**config.mk**
```make
export PLATFORM = sky130hd
export DESIGN_NAME = wb_regfile_writeback
export DESIGN_NICKNAME = d
export VERILOG_FILES = /design/src/rtl/wb_regfile_writeback_pkg.sv /design/src/rtl/wb_regfile_writeback_regfile_array.sv /design/src/rtl/wb_regfile_writeback.sv
export SDC_FILE = /design/constraint.sdc
export NUM_CORES = 1
export LEC_CHECK = 0
export CAP_MARGIN = 20
export CELL_PAD_IN_SITES_DETAIL_PLACEMENT = 0
export CELL_PAD_IN_SITES_GLOBAL_PLACEMENT = 1
export CORE_MARGIN = 4
export CORE_UTILIZATION = 45
export DETAILED_ROUTE_END_ITERATION = 16
export GPL_TIMING_DRIVEN = 0
export HOLD_SLACK_MARGIN = 0.03
export MAX_ROUTING_LAYER = met4
export PLACE_DENSITY = 0.82
export SLEW_MARGIN = 20
export SYNTH_ARGS = -nofsm -noshare
export SYNTH_HDL_FRONTEND = slang
export SYNTH_SLANG_ARGS = --single-unit
```
**constraint.sdc**
```tcl
create_clock -name clk -period 8.7 [get_ports clk]
set_clock_uncertainty 0.1 [all_clocks]
set_input_delay 1.74 -clock clk [delete_from_list [all_inputs] [get_ports clk]]
set_output_delay 1.74 -clock clk [all_outputs]
set_load 0.02 [all_outputs]
```
**src/rtl/wb_regfile_writeback_pkg.sv**
```systemverilog
// Shared constants for the decode and write-back ends of the register-file path.
// Covers the SP adjust encodings, register-file defaults and decode operand/branch selectors.
package wb_regfile_writeback_pkg;

  localparam int          DATA_W_DEF   = 8;
  localparam int          ADDR_W_DEF   = 2;
  localparam int          SP_IDX_DEF   = 3;
  localparam logic [7:0]  SP_RESET_DEF = 8'hFF;

  typedef enum logic [1:0] {
    SP_OP_NONE = 2'b00,
    SP_OP_DEC  = 2'b01,
    SP_OP_INC  = 2'b10,
    SP_OP_RSVD = 2'b11
  } sp_op_e;

  // Decode-side source selects (SD1/SD2/SD3 mux steering) and opcodes that touch the stack.
  typedef enum logic [1:0] {
    SD_REG  = 2'b00,
    SD_SP   = 2'b01,
    SD_IMM  = 2'b10,
    SD_PC   = 2'b11
  } sd_sel_e;

  localparam logic [3:0] OPC_PUSH = 4'h8;
  localparam logic [3:0] OPC_POP  = 4'h9;
  localparam logic [3:0] OPC_CALL = 4'hA;
  localparam logic [3:0] OPC_RET  = 4'hB;
  localparam logic [3:0] OPC_RTI  = 4'hC;

  localparam logic [1:0] BRX_NONE = 2'b00;
  localparam logic [1:0] BRX_JMP  = 2'b01;
  localparam logic [1:0] BRX_CALL = 2'b10;
  localparam logic [1:0] BRX_RET  = 2'b11;

  // Reserved encoding behaves as "no adjust".
  function automatic logic sp_op_active(input logic [1:0] op);
    return (op == SP_OP_DEC) || (op == SP_OP_INC);
  endfunction

endpackage

```
**src/rtl/wb_regfile_writeback_regfile_array.sv**
```systemverilog
// Register storage: NREG x DATA_W, two combinational read ports, a data write port
// and a dedicated SP update port; a data write to SP overrides the SP update.
module regfile_array
  import wb_regfile_writeback_pkg::*;
#(
  parameter int                DATA_W   = DATA_W_DEF,
  parameter int                ADDR_W   = ADDR_W_DEF,
  parameter int                SP_IDX   = SP_IDX_DEF,
  parameter logic [DATA_W-1:0] SP_RESET = DATA_W'(SP_RESET_DEF)
) (
  input  logic              clk,
  input  logic              rst,
  input  logic              wr_en,
  input  logic [ADDR_W-1:0] wr_addr,
  input  logic [DATA_W-1:0] wr_data,
  input  logic              sp_en,
  input  logic [DATA_W-1:0] sp_data,
  input  logic [ADDR_W-1:0] rd_addr_a,
  input  logic [ADDR_W-1:0] rd_addr_b,
  output logic [DATA_W-1:0] rd_data_a,
  output logic [DATA_W-1:0] rd_data_b,
  output logic [DATA_W-1:0] sp_value
);

  localparam int NREG = 2 ** ADDR_W;

  logic [DATA_W-1:0] regs [NREG];
  logic              wr_hits_sp;

  assign wr_hits_sp = wr_en && (wr_addr == ADDR_W'(SP_IDX));

  always_ff @(posedge clk) begin
    if (rst) begin
      for (int i = 0; i < NREG; i++) begin
        regs[i] <= (i == SP_IDX) ? SP_RESET : '0;
      end
    end else begin
      if (sp_en && !wr_hits_sp) begin
        regs[SP_IDX] <= sp_data;
      end
      if (wr_en) begin
        regs[wr_addr] <= wr_data;
      end
    end
  end

  assign rd_data_a = regs[rd_addr_a];
  assign rd_data_b = regs[rd_addr_b];
  assign sp_value  = regs[SP_IDX];

endmodule

```
**src/rtl/wb_regfile_writeback.sv**
```systemverilog
// Write-back stage: captures the WB request, commits it one cycle later into the
// register file with write-through bypass on the read ports, and tracks stack wrap.
module wb_regfile_writeback
  import wb_regfile_writeback_pkg::*;
#(
  parameter int                DATA_W   = DATA_W_DEF,
  parameter int                ADDR_W   = ADDR_W_DEF,
  parameter int                SP_IDX   = SP_IDX_DEF,
  parameter logic [DATA_W-1:0] SP_RESET = DATA_W'(SP_RESET_DEF)
) (
  input  logic              clk,
  input  logic              rst,
  input  logic              wb_valid,
  input  logic              wb_stall,
  input  logic              wb_flush,
  input  logic              wb_we,
  input  logic [ADDR_W-1:0] wb_rd,
  input  logic [DATA_W-1:0] wb_data,
  input  logic [1:0]        wb_sp_op,
  input  logic [ADDR_W-1:0] rd_addr_a,
  input  logic [ADDR_W-1:0] rd_addr_b,
  input  logic              sp_ovf_clr,
  output logic [DATA_W-1:0] rd_data_a,
  output logic [DATA_W-1:0] rd_data_b,
  output logic [DATA_W-1:0] sp_out,
  output logic              sp_ovf,
  output logic              sp_unf,
  output logic              sp_conflict
);

  logic              cap_valid;
  logic              cap_we;
  logic [ADDR_W-1:0] cap_rd;
  logic [DATA_W-1:0] cap_data;
  logic [1:0]        cap_sp_op;

  logic              commit;
  logic              data_we;
  logic              sp_req;
  logic              conflict;
  logic              sp_en;
  logic [DATA_W-1:0] sp_cur;
  logic [DATA_W-1:0] sp_next;
  logic              wrap_ovf;
  logic              wrap_unf;
  logic [DATA_W-1:0] arr_a;
  logic [DATA_W-1:0] arr_b;

  // Flush beats stall; a stalled entry holds its fields unchanged.
  always_ff @(posedge clk) begin
    if (rst) begin
      cap_valid <= 1'b0;
      cap_we    <= 1'b0;
      cap_rd    <= '0;
      cap_data  <= '0;
      cap_sp_op <= SP_OP_NONE;
    end else if (wb_flush) begin
      cap_valid <= 1'b0;
    end else if (!wb_stall) begin
      cap_valid <= wb_valid;
      cap_we    <= wb_we;
      cap_rd    <= wb_rd;
      cap_data  <= wb_data;
      cap_sp_op <= wb_sp_op;
    end
  end

  always_comb begin
    commit   = cap_valid && !wb_stall && !wb_flush;
    data_we  = commit && cap_we;
    sp_req   = commit && sp_op_active(cap_sp_op);
    conflict = data_we && sp_req && (cap_rd == ADDR_W'(SP_IDX));
    sp_en    = sp_req && !conflict;
    sp_next  = (cap_sp_op == SP_OP_DEC) ? (sp_cur - DATA_W'(1)) : (sp_cur + DATA_W'(1));
    wrap_ovf = sp_en && (cap_sp_op == SP_OP_DEC) && (sp_cur == '0);
    wrap_unf = sp_en && (cap_sp_op == SP_OP_INC) && (sp_cur == '1);
  end

  regfile_array #(
    .DATA_W   (DATA_W),
    .ADDR_W   (ADDR_W),
    .SP_IDX   (SP_IDX),
    .SP_RESET (SP_RESET)
  ) u_array (
    .clk       (clk),
    .rst       (rst),
    .wr_en     (data_we),
    .wr_addr   (cap_rd),
    .wr_data   (cap_data),
    .sp_en     (sp_en),
    .sp_data   (sp_next),
    .rd_addr_a (rd_addr_a),
    .rd_addr_b (rd_addr_b),
    .rd_data_a (arr_a),
    .rd_data_b (arr_b),
    .sp_value  (sp_cur)
  );

  // Write-through: a commit this cycle is visible to decode before the edge.
  always_comb begin
    rd_data_a = arr_a;
    rd_data_b = arr_b;
    if (data_we && (cap_rd == rd_addr_a)) begin
      rd_data_a = cap_data;
    end else if (sp_en && (rd_addr_a == ADDR_W'(SP_IDX))) begin
      rd_data_a = sp_next;
    end
    if (data_we && (cap_rd == rd_addr_b)) begin
      rd_data_b = cap_data;
    end else if (sp_en && (rd_addr_b == ADDR_W'(SP_IDX))) begin
      rd_data_b = sp_next;
    end
  end

  assign sp_out = sp_cur;

  // Set wins over clear for the sticky wrap flags.
  always_ff @(posedge clk) begin
    if (rst) begin
      sp_ovf      <= 1'b0;
      sp_unf      <= 1'b0;
      sp_conflict <= 1'b0;
    end else begin
      sp_conflict <= conflict;
      if (wrap_ovf) begin
        sp_ovf <= 1'b1;
      end else if (sp_ovf_clr) begin
        sp_ovf <= 1'b0;
      end
      if (wrap_unf) begin
        sp_unf <= 1'b1;
      end else if (sp_ovf_clr) begin
        sp_unf <= 1'b0;
      end
    end
  end

endmodule

```
==> summary.md, run 1 <==
| Metric | Value |
|---|---|
| Startpoint types | input pin |
| Crit-path leading delay family | buffers and inverters |
| Routed wire length | 7450 um |
| Row cnt | 29 |
| CP arrival | 4.34 ns |
| Clock-pin slew on the worst setup and hold paths | 0.09 ns |
| Syn avg cell area | 10.1 um2 |
| Leakage | 1.32 nW |
| Skew-Pair Late Insertion Delay | 0.31 ns |
| Gr usage total | 18.7% |
| Yosys warns | 0 |
| CTS tree | yes |
| Fin. max-slew vios | 0 |
| EDFF count, synth | 32 |
| Netlist cell types | 43 |
| Initial Utilization | 47.4% |
| Final hold vios | 0 |
| Setup repair bufs after CTS | 0 |
| Synth Flop Type | edfxtp_1 |
| Met1 Wirelength | 3400 um |
| DR top layer | met4 |
| Hold EP | sp_unf$_SDFFE_PP0P_ |
| Slew @ Worst Pin | 0.888 ns |
| Commonest non-fill, non-tap cell in the layout | clkdlybuf4s50_1 |
| Worst-path fanout max | 9 |
| Crit. End Element | primary output |
| Req. time, crit path | 6.86 ns |
| Hold path start | sp_unf$_SDFFE_PP0P_ |
| CP peak stage delay | 0.74 ns |
| Power density over cell area | 137 mW/mm2 |
| Met2 WL post-DR | 3580 um |
| Drt drc | 0 |
| MaxCap Viol Count | 0 |
| Port Buffers | 49 |
| Drt wl/cell | 16.9 um |
| Layout Nets | 390 |
| Mapped Cells | 306 |
| Outcome | finished clean |
| Fin util | 58.2% |
| Antenna violations before repair | 0 |
| Maximum VDD drop | 0.0941 mV |
| I/O pin cnt | 50 |
| Fin worst setup slack | 2.52 ns |
| R2r setup slk | 5.88 ns |
| Total number of cells along the worst setup path | 7 |
| Min cycle time layout | 6.18 ns |
| Vias | 2462 |
| Maximum clock insertion buffer count | 2 |
| Post-Route Setup TNS | 0 ns |
| Fraction of layout cells with a size suffix above 1 | 13.2% |
| Core area | 0.00653 mm2 |
| Hold Path Stages | 1 |
| Post-CTS resize count | 0 |
| Die area | 0.00827 mm2 |
| #FFs+latches synth | 49 |
| Post-synthesis net count | 333 |
| Pin count of the biggest net entering global routing | 18 |
| H-tree depth | 2 |
| Hold buffer count at cts | 0 |
| Chip width | 90.9 um |
| CTS Sinks | 49 |
| Via density per instance | 5.58 |
| Asr flop ratio synth | 0% |
| Crit-path slowest cell | nor3_1 |
| Number of diodes | 0 |
| Place WS | 2.54 ns |
| Most frequent cells in the layout | clkdlybuf4s50_1 (49), nand2_1 (45), edfxtp_1 (32), a21oi_1 (27), and2_1 (24) |
| Fin cells | 441 |
| R2R Path Start | cap_sp_op[0]$_SDFFE_PP0P_ |
| CP Cell Sequence | clkdlybuf4s50_1 > nand4bb_1 > buf_4 > nor3_1 > a21oi_1 > a21oi_1 > clkdlybuf4s50_1 |
| Layout area overhead | 22.9% |
| Worst path buffer plus inverter count | 3 |
| Drt first pass iters | 4 |
| Cell total after placement | 433 |
| RSZ-0062 raised after global routing | false |
| Worst r2r path cells | 10 |
| GPL Wtd Cong | 0.873 |
| Die height | 90.9 um |
| Hold Crit Class | reg2reg |
| CTS root buffer | clkbuf_8 |
| Met3 wire len | 393 um |
| Vias in the first global route | 2395 |
| DRT antenna net count | 0 |
| Dpl hpwl | 5960 um |
| Critical path type | in2out |
| Synthesized cell area | 0.00310 mm2 |
| Total CTS buffers | 5 |
| Slew headroom | 40.3% |
| Fmax | 162 MHz |
| 1st-iter DRT viols | 171 |
| Tcrit/Tclk final | 71.0% |
| Final number of setup-violating endpoints | 0 |
| Post-synthesis sequential area ratio | 42.0% |
| First-pass GRT wire length | 12100 um |
| FF-to-FF End | u_array.regs[3][6]$_DFFE_PP_ |
| Total gr overflow | 0 |
==> routing by layer <==
metal,up-vias,GRT usage [%]
met5,-,-
met4,0,4.15
met3,6,2.64
met2,63,31.9
met1,1158,23.7
li1,1235,-
==> cell type report <==
| type | count | area [um2] |
|---|---|---|
| fillers | 583 | 2730 |
| multi-input cells | 229 | 1670 |
| flip-flops and latches | 49 | 1300 |
| repair buffers | 50 | 495 |
| plain buffers | 25 | 115 |
| well taps | 77 | 96.3 |
| clock buffers | 5 | 68.8 |
| clock inverters | 3 | 47.5 |
| inverters | 3 | 11.3 |
==> power by group <==
| group | total [W] | internal, W | switching [W] |
|---|---|---|---|
| Combinational | 0.0000872 | 0.0000451 | 0.0000421 |
| Sequential | 0.000260 | 0.000253 | 0.00000636 |
| Clock | 0.000173 | 0.0000879 | 0.0000856 |
| Total | 0.000520 | 0.000386 | 0.000134 |
==> cells in the mapped netlist, types with 4 or more instances <==
cell type,n,area [um2]
nand2_1,45,169
edfxtp_1,32,961
a21oi_1,27,135
and2_1,24,150
nor2_1,19,71.3
dfxtp_1,17,340
mux4_2,16,360
clkbuf_1,12,45.0
buf_2,11,55.1
xor2_1,10,87.6
o21ai_1,9,45.0
a221o_1,5,50.1
o22a_1,5,43.8
and3_1,4,25.0
ha_1,4,50.1
mux2i_1,4,40.0
o21ai_0,4,20.0
or2_2,4,25.0
xnor2_1,4,35.0
==> state kept, by name (all words and copies together) (netlist names) <==
name / cells
cap_data: 8
cap_rd: 2
cap_sp_op: 2
cap_valid: 1
cap_we: 1
sp_conflict: 1
sp_ovf: 1
sp_unf: 1
u_array.regs: 32
==> worst max path at each step <==
stage | start | endpoint | slack [ns]
after floorplan | wb_flush | rd_data_a[0] | 3.73
after global placement | wb_stall | rd_data_a[6] | 2.51
after detailed placement | wb_flush | rd_data_a[6] | 2.54
after CTS | wb_stall | rd_data_a[6] | 2.52
after global routing | wb_stall | rd_data_a[6] | 2.29
final | wb_flush | rd_data_a[6] | 2.52
==> through the flow <==
step | area (um2) | total power (W) | hold slack [ns]
after floorplan | 3100 | 0.000317 | 0.336
after global placement | 3680 | 0.000351 | 0.348
after detailed placement | 3690 | 0.000353 | 0.373
after CTS | 3800 | 0.000523 | 0.396
after global routing | 3800 | 0.000539 | 0.418
final | 3800 | 0.000520 | 0.382
==> logic make-up (layout without fill, tap and decap cells) <==
logic type,count (synthesis),count (layout),synth area share (%)
AOI/OAI and AO/OA,62,62,12.6
xor gates and xnor gates,14,14,3.96
adders and majority gates,4,4,1.62
buffers and inverters,28,86,4.08
DFF,49,49,42.0
muxes,20,20,12.9
and+or+nand+nor,129,129,22.8
Power figures use the tool's default switching activity.
==> inputs of run 2 (changes only) <==
--- a/config.mk
+++ b/config.mk
@@ -9,12 +9,12 @@
 export CELL_PAD_IN_SITES_DETAIL_PLACEMENT = 0
 export CELL_PAD_IN_SITES_GLOBAL_PLACEMENT = 1
 export CORE_MARGIN = 4
-export CORE_UTILIZATION = 45
+export CORE_UTILIZATION = 42
 export DETAILED_ROUTE_END_ITERATION = 16
 export GPL_TIMING_DRIVEN = 0
 export HOLD_SLACK_MARGIN = 0.03
 export MAX_ROUTING_LAYER = met4
-export PLACE_DENSITY = 0.82
+export PLACE_DENSITY = 0.77
 export SLEW_MARGIN = 20
 export SYNTH_ARGS = -nofsm -noshare
 export SYNTH_HDL_FRONTEND = slang
==> constraint.sdc (replaced) <==
create_clock -name clk -period 6.3 [get_ports clk]
set_clock_uncertainty 0.1 [all_clocks]
set_input_delay 1.26 -clock clk [delete_from_list [all_inputs] [get_ports clk]]
set_output_delay 1.26 -clock clk [all_outputs]
set_load 0.02 [all_outputs]
==> run 2 against run 1 <==
Net effect: sequential share of layout area down 0.20 points; first-iteration DRC count fell by 23%; wire length is 3.2% higher; utilization shrank 5.2 points; sequential power up 38%; clock power up 36%; cell area up 0.59%; critical endpoint unchanged.
==> summary.md, run 2 (synthesis gave the netlist of run 1 again) <==
| Metric | Value |
|---|---|
| Worst r2r path cells | 11 (was 10) |
| Skew-Pair Late Insertion Delay | 0.31 ns (about the same) |
| CTS root buffer | clkbuf_8 (unchanged) |
| Pin count of the biggest net entering global routing | 16 (was 18) |
| Via density per instance | 5.33 (was 5.58) |
| Row cnt | 31 (was 29) |
| Slew headroom | 34.2% (was 40.3%) |
| DRT antenna net count | 0 (unchanged) |
| Leakage | 1.32 nW (about the same) |
| Sw Pwr | 0.000185 W (was 0.000134 W) |
| Post-CTS resize count | 0 (unchanged) |
| Regs by FF count | u_array.regs: 32 flops, cap_data: 8 flops (unchanged) |
| Req. time, crit path | 4.94 ns (was 6.86 ns) |
| Hold Path Stages | 1 (unchanged) |
| Number of diodes | 0 (unchanged) |
| Layout area overhead | 23.6% (was 22.9%) |
| H-tree depth | 2 (unchanged) |
| Critical path type | in2out (unchanged) |
| Die height | 93.9 um (was 90.9 um) |
| Drt drc | 0 (unchanged) |
| Final number of setup-violating endpoints | 0 (unchanged) |
| Multi-input logic area | 0.00167 mm2 (unchanged) |
| Sequential share of power | 50.1% (was 49.9%) |
| CTS tree | yes (unchanged) |
| R2R Path Start | cap_sp_op[1]$_SDFFE_PP0P_ (was cap_sp_op[0]$_SDFFE_PP0P_) |
| Outcome | finished clean (unchanged) |
| I/O pin cnt | 50 (unchanged) |
| Tcrit/Tclk final | 83.8% |
| MaxCap Viol Count | 0 (unchanged) |
| Fraction of layout cells with a size suffix above 1 | 12.9% (was 13.2%) |
| Gr usage total | 18.7% (about the same) |
| CTS Sinks | 49 (unchanged) |
| Max FFs per register | 32 (unchanged) |
| Power density over cell area | 187 mW/mm2 (was 137 mW/mm2) |
| Total CTS buffers | 5 (unchanged) |
| GPL Wtd Cong | 0.858 (was 0.873) |
| Fin cells | 463 (was 441) |
| Maximum clock insertion buffer count | 2 (unchanged) |
| Hold path start | sp_ovf$_SDFFE_PP0P_ (was sp_unf$_SDFFE_PP0P_) |
| Maximum VDD drop | 0.107 mV (was 0.0941 mV) |
| Commonest non-fill, non-tap cell in the layout | clkdlybuf4s50_1 (unchanged) |
| Pint | 0.000532 W (was 0.000386 W) |
| Register area | 0.00130 mm2 (unchanged) |
| Port Buffers | 49 (unchanged) |
| Routed wire length | 7690 um (was 7450 um) |
| Most frequent cells in the layout | clkdlybuf4s50_1 (49), nand2_1 (45), edfxtp_1 (32), a21oi_1 (27), and2_1 (24) (unchanged) |
| Antenna violations before repair | 0 (unchanged) |
| Sw Ratio | 25.8% (about the same) |
| Hold Crit Class | reg2reg (unchanged) |
| Worst-path fanout max | 9 (unchanged) |
| Core area | 0.00721 mm2 (was 0.00653 mm2) |
| Setup repair bufs after CTS | 0 (unchanged) |
| Hold EP | sp_ovf$_SDFFE_PP0P_ (was sp_unf$_SDFFE_PP0P_) |
| Clock-pin slew on the worst setup and hold paths | 0.10 ns (was 0.09 ns) |
| RSZ-0062 raised after global routing | false (unchanged) |
| R2r setup slk | 3.45 ns (was 5.88 ns) |
| Drt first pass iters | 4 (unchanged) |
| Crit. End Element | primary output (unchanged) |
| Fillers | 694 (was 583) |
| Post-Route Setup TNS | 0 ns (unchanged) |
| Die area | 0.00881 mm2 (was 0.00827 mm2) |
| Fmax | 189 MHz |
| Comb power frac | 16.9% (was 16.8%) |
| Min cycle time layout | 5.28 ns |
| 1st-iter DRT viols | 132 (was 171) |
| Chip width | 93.9 um (was 90.9 um) |
| Startpoint types | input pin (unchanged) |
| Total gr overflow | 0 (unchanged) |
| Final hold vios | 0 (unchanged) |
| Dpl hpwl | 6110 um (was 5960 um) |
| First-pass GRT wire length | 12300 um (was 12100 um) |
| Fin. max-slew vios | 0 (unchanged) |
| Initial Utilization | 42.9% (was 47.4%) |
| Top reg by flops | u_array.regs (unchanged) |
| Hold buffer count at cts | 0 (unchanged) |
| Slew @ Worst Pin | 0.979 ns (was 0.888 ns) |
| Vias | 2466 (was 2462) |
| Layout Nets | 390 (unchanged) |
| Drt wl/cell | 16.6 um (was 16.9 um) |
| FF-to-FF End | u_array.regs[3][6]$_DFFE_PP_ (unchanged) |
| Vias in the first global route | 2292 (was 2395) |
| CP arrival | 3.92 ns (was 4.34 ns) |
| Clock Power Share | 32.9% (was 33.3%) |
| Cell total after placement | 455 (was 433) |
==> run 2: through the flow <==
stage / power [W] / util (%) / cell area, um2 / setup slack, ns / hold slack, ns
finish: 0.000717 / 53.0 / 3830 / 1.02 / 0.374
global route: 0.000744 / 53.0 / 3830 / 0.835 / 0.406
CTS: 0.000721 / 53.0 / 3830 / 1.02 / 0.378
detailed placement: 0.000488 / 51.5 / 3710 / 1.02 / 0.355
global placement: 0.000486 / 51.4 / 3710 / 1.06 / 0.353
floorplan: 0.000437 / - / 3100 / 2.29 / 0.336
==> run 2: layout make-up <==
| type | count | area share [%] |
|---|---|---|
| multi-input cells | 229 | 43.6 |
| inverters | 3 | 0.294 |
| flip-flops and latches | 49 | 34.0 |
| clock buffers | 6 | 1.90 |
| repair buffers | 50 | 12.9 |
| clock inverters | 2 | 1.01 |
| plain buffers | 25 | 3.01 |
| well taps | 99 | 3.24 |
==> run 2: worst max-delay path by stage <==
stage,start,to,depth (start not counted),slack [ns]
6_report,wb_flush,rd_data_a[6],7,1.02
3_3_place_gp,wb_stall,rd_data_a[6],7,1.06
5_1_grt,wb_stall,rd_data_a[6],7,0.83
4_1_cts,wb_stall,rd_data_a[6],7,1.02
2_1_floorplan,wb_flush,rd_data_a[0],7,2.29
3_5_place_dp,wb_stall,rd_data_a[6],7,1.02
==> run 2: critical path, cell delays in order <==
cell	delay (ns)
clkdlybuf4s50_1	0.48
nand4bb_1	0.22
buf_4	0.18
nor3_1	0.80
a21oi_1	0.09
a21oi_1	0.24
clkdlybuf4s50_1	0.64
==> run 2: layer usage <==
metal,GRT usage [%],vias to the layer above,routed length (um)
met5,-,-,0
met3,2.64,6,328
met2,29.7,55,3770
li1,-,1232,-
met1,25.3,1173,3510
met4,5.05,0,78
==> run 2: power by group through the flow <==
stage | registers (W) | clock network [W] | logic, W
after floorplan | 0.000362 | 0 | 0.0000752
after global placement | 0.000366 | 0 | 0.000121
after detailed placement | 0.000367 | 0 | 0.000122
after CTS | 0.000359 | 0.000240 | 0.000122
after global routing | 0.000361 | 0.000252 | 0.000131
final | 0.000359 | 0.000236 | 0.000121
==> inputs of run 3 (changes only) <==
==> constraint.sdc (replaced) <==
create_clock -name clk -period 5.1 [get_ports clk]
set_clock_uncertainty 0.1 [all_clocks]
set_input_delay 1.02 -clock clk [delete_from_list [all_inputs] [get_ports clk]]
set_output_delay 1.02 -clock clk [all_outputs]
set_load 0.02 [all_outputs]
==> results of run 3 <==
The final DEF is identical to that of run 2. Status: finished clean.
Among the figures that moved: setup slack after placement 1.02 ns -> 0.301 ns; setup slack after layout 1.02 ns -> 0.301 ns; register-to-register setup slack 3.45 ns -> 2.25 ns; total power 0.000717 W -> 0.000885 W; worst IR drop on VDD 0.107 mV -> 0.132 mV
